**src/rtl/mem_arbiter_if.sv**
```systemverilog
// Requester, shared-response and memory-bus signals of mem_arbiter.
// master: arbiter side; slave: requesters plus memory side.
interface mem_arbiter_if;
    localparam int unsigned ADDR_W = 64;
    localparam int unsigned DATA_W = 64;
    localparam int unsigned BEAT_W = 3;

    logic              ic_req;
    logic [ADDR_W-1:0] ic_addr;
    logic              ic_gnt;
    logic              ic_resp_valid;

    logic              dc_req;
    logic              dc_we;
    logic [ADDR_W-1:0] dc_addr;
    logic              dc_gnt;
    logic              dc_resp_valid;

    logic [DATA_W-1:0] resp_data;
    logic [BEAT_W-1:0] resp_beat;

    logic              bus_req_valid;
    logic              bus_req_ready;
    logic [ADDR_W-1:0] bus_addr;
    logic              bus_we;
    logic              bus_resp_valid;
    logic [DATA_W-1:0] bus_resp_data;
    logic              bus_resp_last;

    modport master (
        input  ic_req, ic_addr, dc_req, dc_we, dc_addr,
               bus_req_ready, bus_resp_valid, bus_resp_data, bus_resp_last,
        output ic_gnt, ic_resp_valid, dc_gnt, dc_resp_valid, resp_data, resp_beat,
               bus_req_valid, bus_addr, bus_we
    );

    modport slave (
        output ic_req, ic_addr, dc_req, dc_we, dc_addr,
               bus_req_ready, bus_resp_valid, bus_resp_data, bus_resp_last,
        input  ic_gnt, ic_resp_valid, dc_gnt, dc_resp_valid, resp_data, resp_beat,
               bus_req_valid, bus_addr, bus_we
    );
endinterface

```
**src/rtl/mem_arbiter.sv**
```systemverilog
// Two-requester (icache/dcache) arbiter for a single-outstanding memory bus.
// Default arbitration is round-robin; define ARB_DCACHE_PRIORITY_EN to make dc win ties.
module mem_arbiter (
    input logic           clk,
    input logic           reset,
    mem_arbiter_if.master arb
);
    localparam int unsigned BEAT_W = 3;

    typedef enum logic [1:0] {
        IDLE      = 2'd0,
        ISSUE     = 2'd1,
        WAIT_RESP = 2'd2
    } state_t;

    state_t state;
    logic   pick_dc;
    logic   beat_acc;
    logic   last_acc;

    assign beat_acc = (state == WAIT_RESP) && arb.bus_resp_valid;
    assign last_acc = beat_acc && arb.bus_resp_last;

`ifdef ARB_DCACHE_PRIORITY_EN
    assign pick_dc = arb.dc_req;
`else
    // rr_dc set means dc is preferred on the next tie
    logic rr_dc;

    assign pick_dc = arb.dc_req && (!arb.ic_req || rr_dc);

    always_ff @(posedge clk) begin
        if (reset) begin
            rr_dc <= 1'b0;
        end else if (last_acc) begin
            rr_dc <= !arb.dc_gnt;
        end
    end
`endif

    // Beats are forwarded in the same cycle to whoever holds the grant.
    assign arb.ic_resp_valid = !reset && beat_acc && arb.ic_gnt;
    assign arb.dc_resp_valid = !reset && beat_acc && arb.dc_gnt;
    assign arb.resp_data     = arb.bus_resp_data;

    always_ff @(posedge clk) begin
        if (reset) begin
            state             <= IDLE;
            arb.ic_gnt        <= 1'b0;
            arb.dc_gnt        <= 1'b0;
            arb.bus_req_valid <= 1'b0;
            arb.bus_addr      <= '0;
            arb.bus_we        <= 1'b0;
            arb.resp_beat     <= '0;
        end else begin
            case (state)
                IDLE: begin
                    arb.resp_beat <= '0;
                    if (arb.ic_req || arb.dc_req) begin
                        state             <= ISSUE;
                        arb.ic_gnt        <= !pick_dc;
                        arb.dc_gnt        <= pick_dc;
                        arb.bus_req_valid <= 1'b1;
                        arb.bus_addr      <= pick_dc ? arb.dc_addr : arb.ic_addr;
                        arb.bus_we        <= pick_dc && arb.dc_we;
                    end
                end
                ISSUE: begin
                    if (arb.bus_req_ready) begin
                        state             <= WAIT_RESP;
                        arb.bus_req_valid <= 1'b0;
                    end
                end
                WAIT_RESP: begin
                    // Counter wraps 7->0 naturally on long bursts.
                    if (last_acc) begin
                        state         <= IDLE;
                        arb.ic_gnt    <= 1'b0;
                        arb.dc_gnt    <= 1'b0;
                        arb.resp_beat <= '0;
                    end else if (beat_acc) begin
                        arb.resp_beat <= arb.resp_beat + BEAT_W'(1);
                    end
                end
                default: begin
                    state             <= IDLE;
                    arb.ic_gnt        <= 1'b0;
                    arb.dc_gnt        <= 1'b0;
                    arb.bus_req_valid <= 1'b0;
                end
            endcase
        end
    end
endmodule
```
**src/flat_wrapper.sv**
```systemverilog
// flat-port wrapper written by rule: the top's interface ports become plain ports
module mem_arbiter_flat 
  (clk, reset, arb_ic_req, arb_ic_addr, arb_dc_req, arb_dc_we, arb_dc_addr, arb_bus_req_ready, arb_bus_resp_valid, arb_bus_resp_data, arb_bus_resp_last, arb_ic_gnt, arb_ic_resp_valid, arb_dc_gnt, arb_dc_resp_valid, arb_resp_data, arb_resp_beat, arb_bus_req_valid, arb_bus_addr, arb_bus_we);
  mem_arbiter_if arb_i ();
  input logic clk;
  input logic reset;
  input wire logic [$bits(arb_i.ic_req)-1:0] arb_ic_req;
  input wire logic [$bits(arb_i.ic_addr)-1:0] arb_ic_addr;
  input wire logic [$bits(arb_i.dc_req)-1:0] arb_dc_req;
  input wire logic [$bits(arb_i.dc_we)-1:0] arb_dc_we;
  input wire logic [$bits(arb_i.dc_addr)-1:0] arb_dc_addr;
  input wire logic [$bits(arb_i.bus_req_ready)-1:0] arb_bus_req_ready;
  input wire logic [$bits(arb_i.bus_resp_valid)-1:0] arb_bus_resp_valid;
  input wire logic [$bits(arb_i.bus_resp_data)-1:0] arb_bus_resp_data;
  input wire logic [$bits(arb_i.bus_resp_last)-1:0] arb_bus_resp_last;
  output wire logic [$bits(arb_i.ic_gnt)-1:0] arb_ic_gnt;
  output wire logic [$bits(arb_i.ic_resp_valid)-1:0] arb_ic_resp_valid;
  output wire logic [$bits(arb_i.dc_gnt)-1:0] arb_dc_gnt;
  output wire logic [$bits(arb_i.dc_resp_valid)-1:0] arb_dc_resp_valid;
  output wire logic [$bits(arb_i.resp_data)-1:0] arb_resp_data;
  output wire logic [$bits(arb_i.resp_beat)-1:0] arb_resp_beat;
  output wire logic [$bits(arb_i.bus_req_valid)-1:0] arb_bus_req_valid;
  output wire logic [$bits(arb_i.bus_addr)-1:0] arb_bus_addr;
  output wire logic [$bits(arb_i.bus_we)-1:0] arb_bus_we;
  assign arb_i.ic_req = arb_ic_req;
  assign arb_i.ic_addr = arb_ic_addr;
  assign arb_i.dc_req = arb_dc_req;
  assign arb_i.dc_we = arb_dc_we;
  assign arb_i.dc_addr = arb_dc_addr;
  assign arb_i.bus_req_ready = arb_bus_req_ready;
  assign arb_i.bus_resp_valid = arb_bus_resp_valid;
  assign arb_i.bus_resp_data = arb_bus_resp_data;
  assign arb_i.bus_resp_last = arb_bus_resp_last;
  assign arb_ic_gnt = arb_i.ic_gnt;
  assign arb_ic_resp_valid = arb_i.ic_resp_valid;
  assign arb_dc_gnt = arb_i.dc_gnt;
  assign arb_dc_resp_valid = arb_i.dc_resp_valid;
  assign arb_resp_data = arb_i.resp_data;
  assign arb_resp_beat = arb_i.resp_beat;
  assign arb_bus_req_valid = arb_i.bus_req_valid;
  assign arb_bus_addr = arb_i.bus_addr;
  assign arb_bus_we = arb_i.bus_we;
  mem_arbiter u_core (.clk(clk), .reset(reset), .arb(arb_i));
endmodule
```
**config.mk**
```make
export PLATFORM = sky130hd
export DESIGN_NAME = mem_arbiter_flat
export DESIGN_NICKNAME = d
export VERILOG_FILES = /design/src/rtl/mem_arbiter_if.sv /design/src/rtl/mem_arbiter.sv /design/src/flat_wrapper.sv
export SDC_FILE = /design/constraint.sdc
export NUM_CORES = 1
export LEC_CHECK = 0
export CORE_AREA = 2 2 130 132
export DETAILED_ROUTE_END_ITERATION = 8
export DIE_AREA = 0 0 132 134
export GPL_TIMING_DRIVEN = 0
export SKIP_CTS_REPAIR_TIMING = 1
export SYNTH_ARGS = -nofsm -noshare
export SYNTH_HDL_FRONTEND = slang
export SYNTH_SLANG_ARGS = --single-unit
```
**constraint.sdc**
```tcl
create_clock -name clk -period 2.99 [get_ports clk]
set_input_delay 0.4485 -clock clk [delete_from_list [all_inputs] [get_ports clk]]
set_output_delay 0.4485 -clock clk [all_outputs]
set_load 0.005 [all_outputs]
```
==> reports/results.ini <==
[placement]
hpwl_um = 14700
dpl.cell_count = 991
routabilityCongestion = 0.777
port_buffers = 271

[die]
row_count = 47
die_w_um = 132
core_sq_um = 16300
fp.dieArea_sq_um = 17700
start_util = 0.247
die_h_um = 134
ios = 337

[sta]
final_hold_viol_count = 0
tns_ns = 0
drv_slew = 0
max_freq_mhz = 389
setup_viol = 0
period_share = 0.859
slew_headroom = 0.495
finClkSkew_ns = 0.00361
worst_hold_slack_ns = 0.483
worst_slew_pin_slew_ns = 0.758
fin_crit_ns = 2.57
grt_setup_unrepaired = false

[synth]
ys_types = 34
ys_seq_elements = 74
synth_top_area_share = 0.368
yosysTopAreaCell = dfxtp_1
yosysMostFrequentCell = dfxtp_1
synth_ff_type = dfxtp_1
ys.warnings.count = 0
yosysSeqAreaShare = 0.368
synth_common_cells = 74 x dfxtp_1, 66 x buf_4, 66 x nand3_1
synthTopCellsByArea = dfxtp_1 37%, buf_4 12%, nand4_1 10%
syn_area_per_cell_sq_um = 8.06
synth_enable_flop_cells = 0
synth_area_sq_um = 4030
synthCells = 500
syn_nets = 701
ys_async_sr_fraction = 0

[final_layout]
fillers = 1678
area_delta_synth_final_pct = 80.7
fin_nets = 983
drive_gt1_frac = 0.140
final_cells = 1005

[power_and_ir_drop]
leakagePower_nw = 2.59
powerDensity_nw_per_um2 = 423
ir_drop_mv = 0.260

[worst_setup_path]
cp.arrival_ns = 2.12
crit_path_max_fanout = 5
cp_slowest_cell = clkdlybuf4s50_1
path_class = in -> out
required_ns = 2.54
endpoint_kind = primary output
path_buf_inv = 3
critPathMaxStageDelay_ns = 0.53
reg2reg_slack_ns = 1.35
path_delay_family = buffers and inverters
crit_top_cell = clkdlybuf4s50_1
crit_chain = clkdlybuf4s50_1, inv_1, nor4_1, and2_1, clkdlybuf4s50_1
start_kind = input pin

[cts]
cts-root-buf = clkbuf_16
clk_latency_ns = 0.34
clk_pin_slew_ns = 0.06
clock_path_buffers = 2
cts_buffers = 9
htreeDepth = 3
cts.sinks = 74
cts_tree = built

[drt]
final_antenna_net_count = 0
vias = 5007
wl_per_cell_um = 19.3
drt-pass1-iter-count = 5
drt_iter0_drc = 343
vias_per_cell = 4.98
drc_errors = 0
drt-total-wl_um = 19400

[worst_hold_path]
hold_class = reg -> reg

[run]
drv_cap = 0

[global_route]
track_usage = 0.212
grt_max_degree = 11
grt_overflow_total = 0
grt_pass1_vias = 4923
grt_pass1_wl_um = 29000
grt_antenna_before_repair = 0

[run_status]
status = finished, final reports clean

cell usage in the layout (no fill, tap or decap), drive strengths merged:
master         netlist  final
a21oi                5      5
o221ai               2      2
clkdlybuf4s50        0    271
nor2b                1      1
a211oi               1      1
and2                 2      2
a2111oi              1      1
clkbuf              30     43
a22oi                2      2
nor2                 4      4
ha                   1      1
nor4                 1      1
nand3               66     66
a31oi               64     64
nand4               65     65
o21ai               67     67
dfxtp               74     74
diode                0      1
mux2i                2      2
o22ai                3      3
nand2b               2      2
nor3b                1      1
a2bb2oi              1      1
nand4b               1      1
nand2                5      5
buf                 94     94
nor3                 1      1
or2                  1      1
inv                  3      3
flip-flops by register name, summed over array words and instances (netlist names):
name	flops
u_core.arb.bus_addr	64
u_core.arb.bus_req_valid	1
u_core.arb.bus_we	1
u_core.arb.dc_gnt	1
u_core.arb.ic_gnt	1
u_core.arb.resp_beat	3
u_core.rr_dc	1
u_core.state	2
report_power, final:
part / total (W) / internal [W] / switching, W
registers: 0.00111 / 0.00107 / 0.0000420
clock network: 0.00101 / 0.000595 / 0.000417
logic: 0.000959 / 0.000545 / 0.000414
total: 0.00308 / 0.00221 / 0.000873
per-stage QoR:
stage	utilization	instance area [sq um]	power (W)	worst slack [ns]
2_1_floorplan	-	4030	0.00152	1.55
3_3_place_gp	0.431	7020	0.00209	0.435
3_5_place_dp	0.431	7020	0.00209	0.442
4_1_cts	0.447	7280	0.00311	0.435
5_1_grt	0.447	7280	0.00322	0.282
6_report	0.447	7280	0.00308	0.423
worst register-to-register path, delay by kind of cell (launching register included):
kind / cells / cell delay [ns]
buffers and inverters: 2 / 0.72
AO/OA/AOI/OAI: 1 / 0.21
flip-flops: 1 / 0.29
AND/OR/NAND/NOR: 2 / 0.33
cells by family after synthesis:
family,count (synthesis),share of synthesized area
simple gates,150,0.211
compound gates,146,0.209
buf+inv,127,0.204
flops,74,0.368
mux,2,0.00497
fa+ha+maj,1,0.00311
layout make-up:
| type | instances | area [sq um] | share of cell area |
|---|---|---|---|
| Antenna cell | 1 | 2.50 | 0.000344 |
| Multi-Input combinational cell | 299 | 1720 | 0.237 |
| Sequential cell | 74 | 1480 | 0.204 |
| Tap cell | 220 | 275 | 0.0378 |
| Clock buffer | 13 | 260 | 0.0358 |
| Buffer | 124 | 812 | 0.112 |
| Inverter | 3 | 11.3 | 0.00155 |
| Timing Repair Buffer | 271 | 2710 | 0.373 |
layer usage:
layer | wire [um] | vias to the layer above | GRT usage | share of wire
met5 | 0 | - | 0 | 0
met4 | 287 | 0 | 0.0664 | 0.015
met1 | 8290 | 2336 | 0.272 | 0.43
met3 | 1310 | 21 | 0.0412 | 0.067
li1 | - | 2388 | - | -
met2 | 9550 | 262 | 0.361 | 0.49
worst paths after layout:
| kind | from | end | depth (start not counted) |
|---|---|---|---|
| setup / recovery | arb_bus_resp_valid | arb_dc_resp_valid | 5 |
| hold / removal | u_core.arb.bus_addr[44]$_SDFFE_PP0P_ | u_core.arb.bus_addr[44]$_SDFFE_PP0P_ | 2 |
| hold reg to reg | u_core.arb.bus_addr[44]$_SDFFE_PP0P_ | u_core.arb.bus_addr[44]$_SDFFE_PP0P_ | 2 |
| setup reg to reg | u_core.state[1]$_SDFFE_PP0P_ | u_core.arb.bus_addr[2]$_SDFFE_PP0P_ | 5 |
No activity file was read; power rests on OpenSTA's default activity.
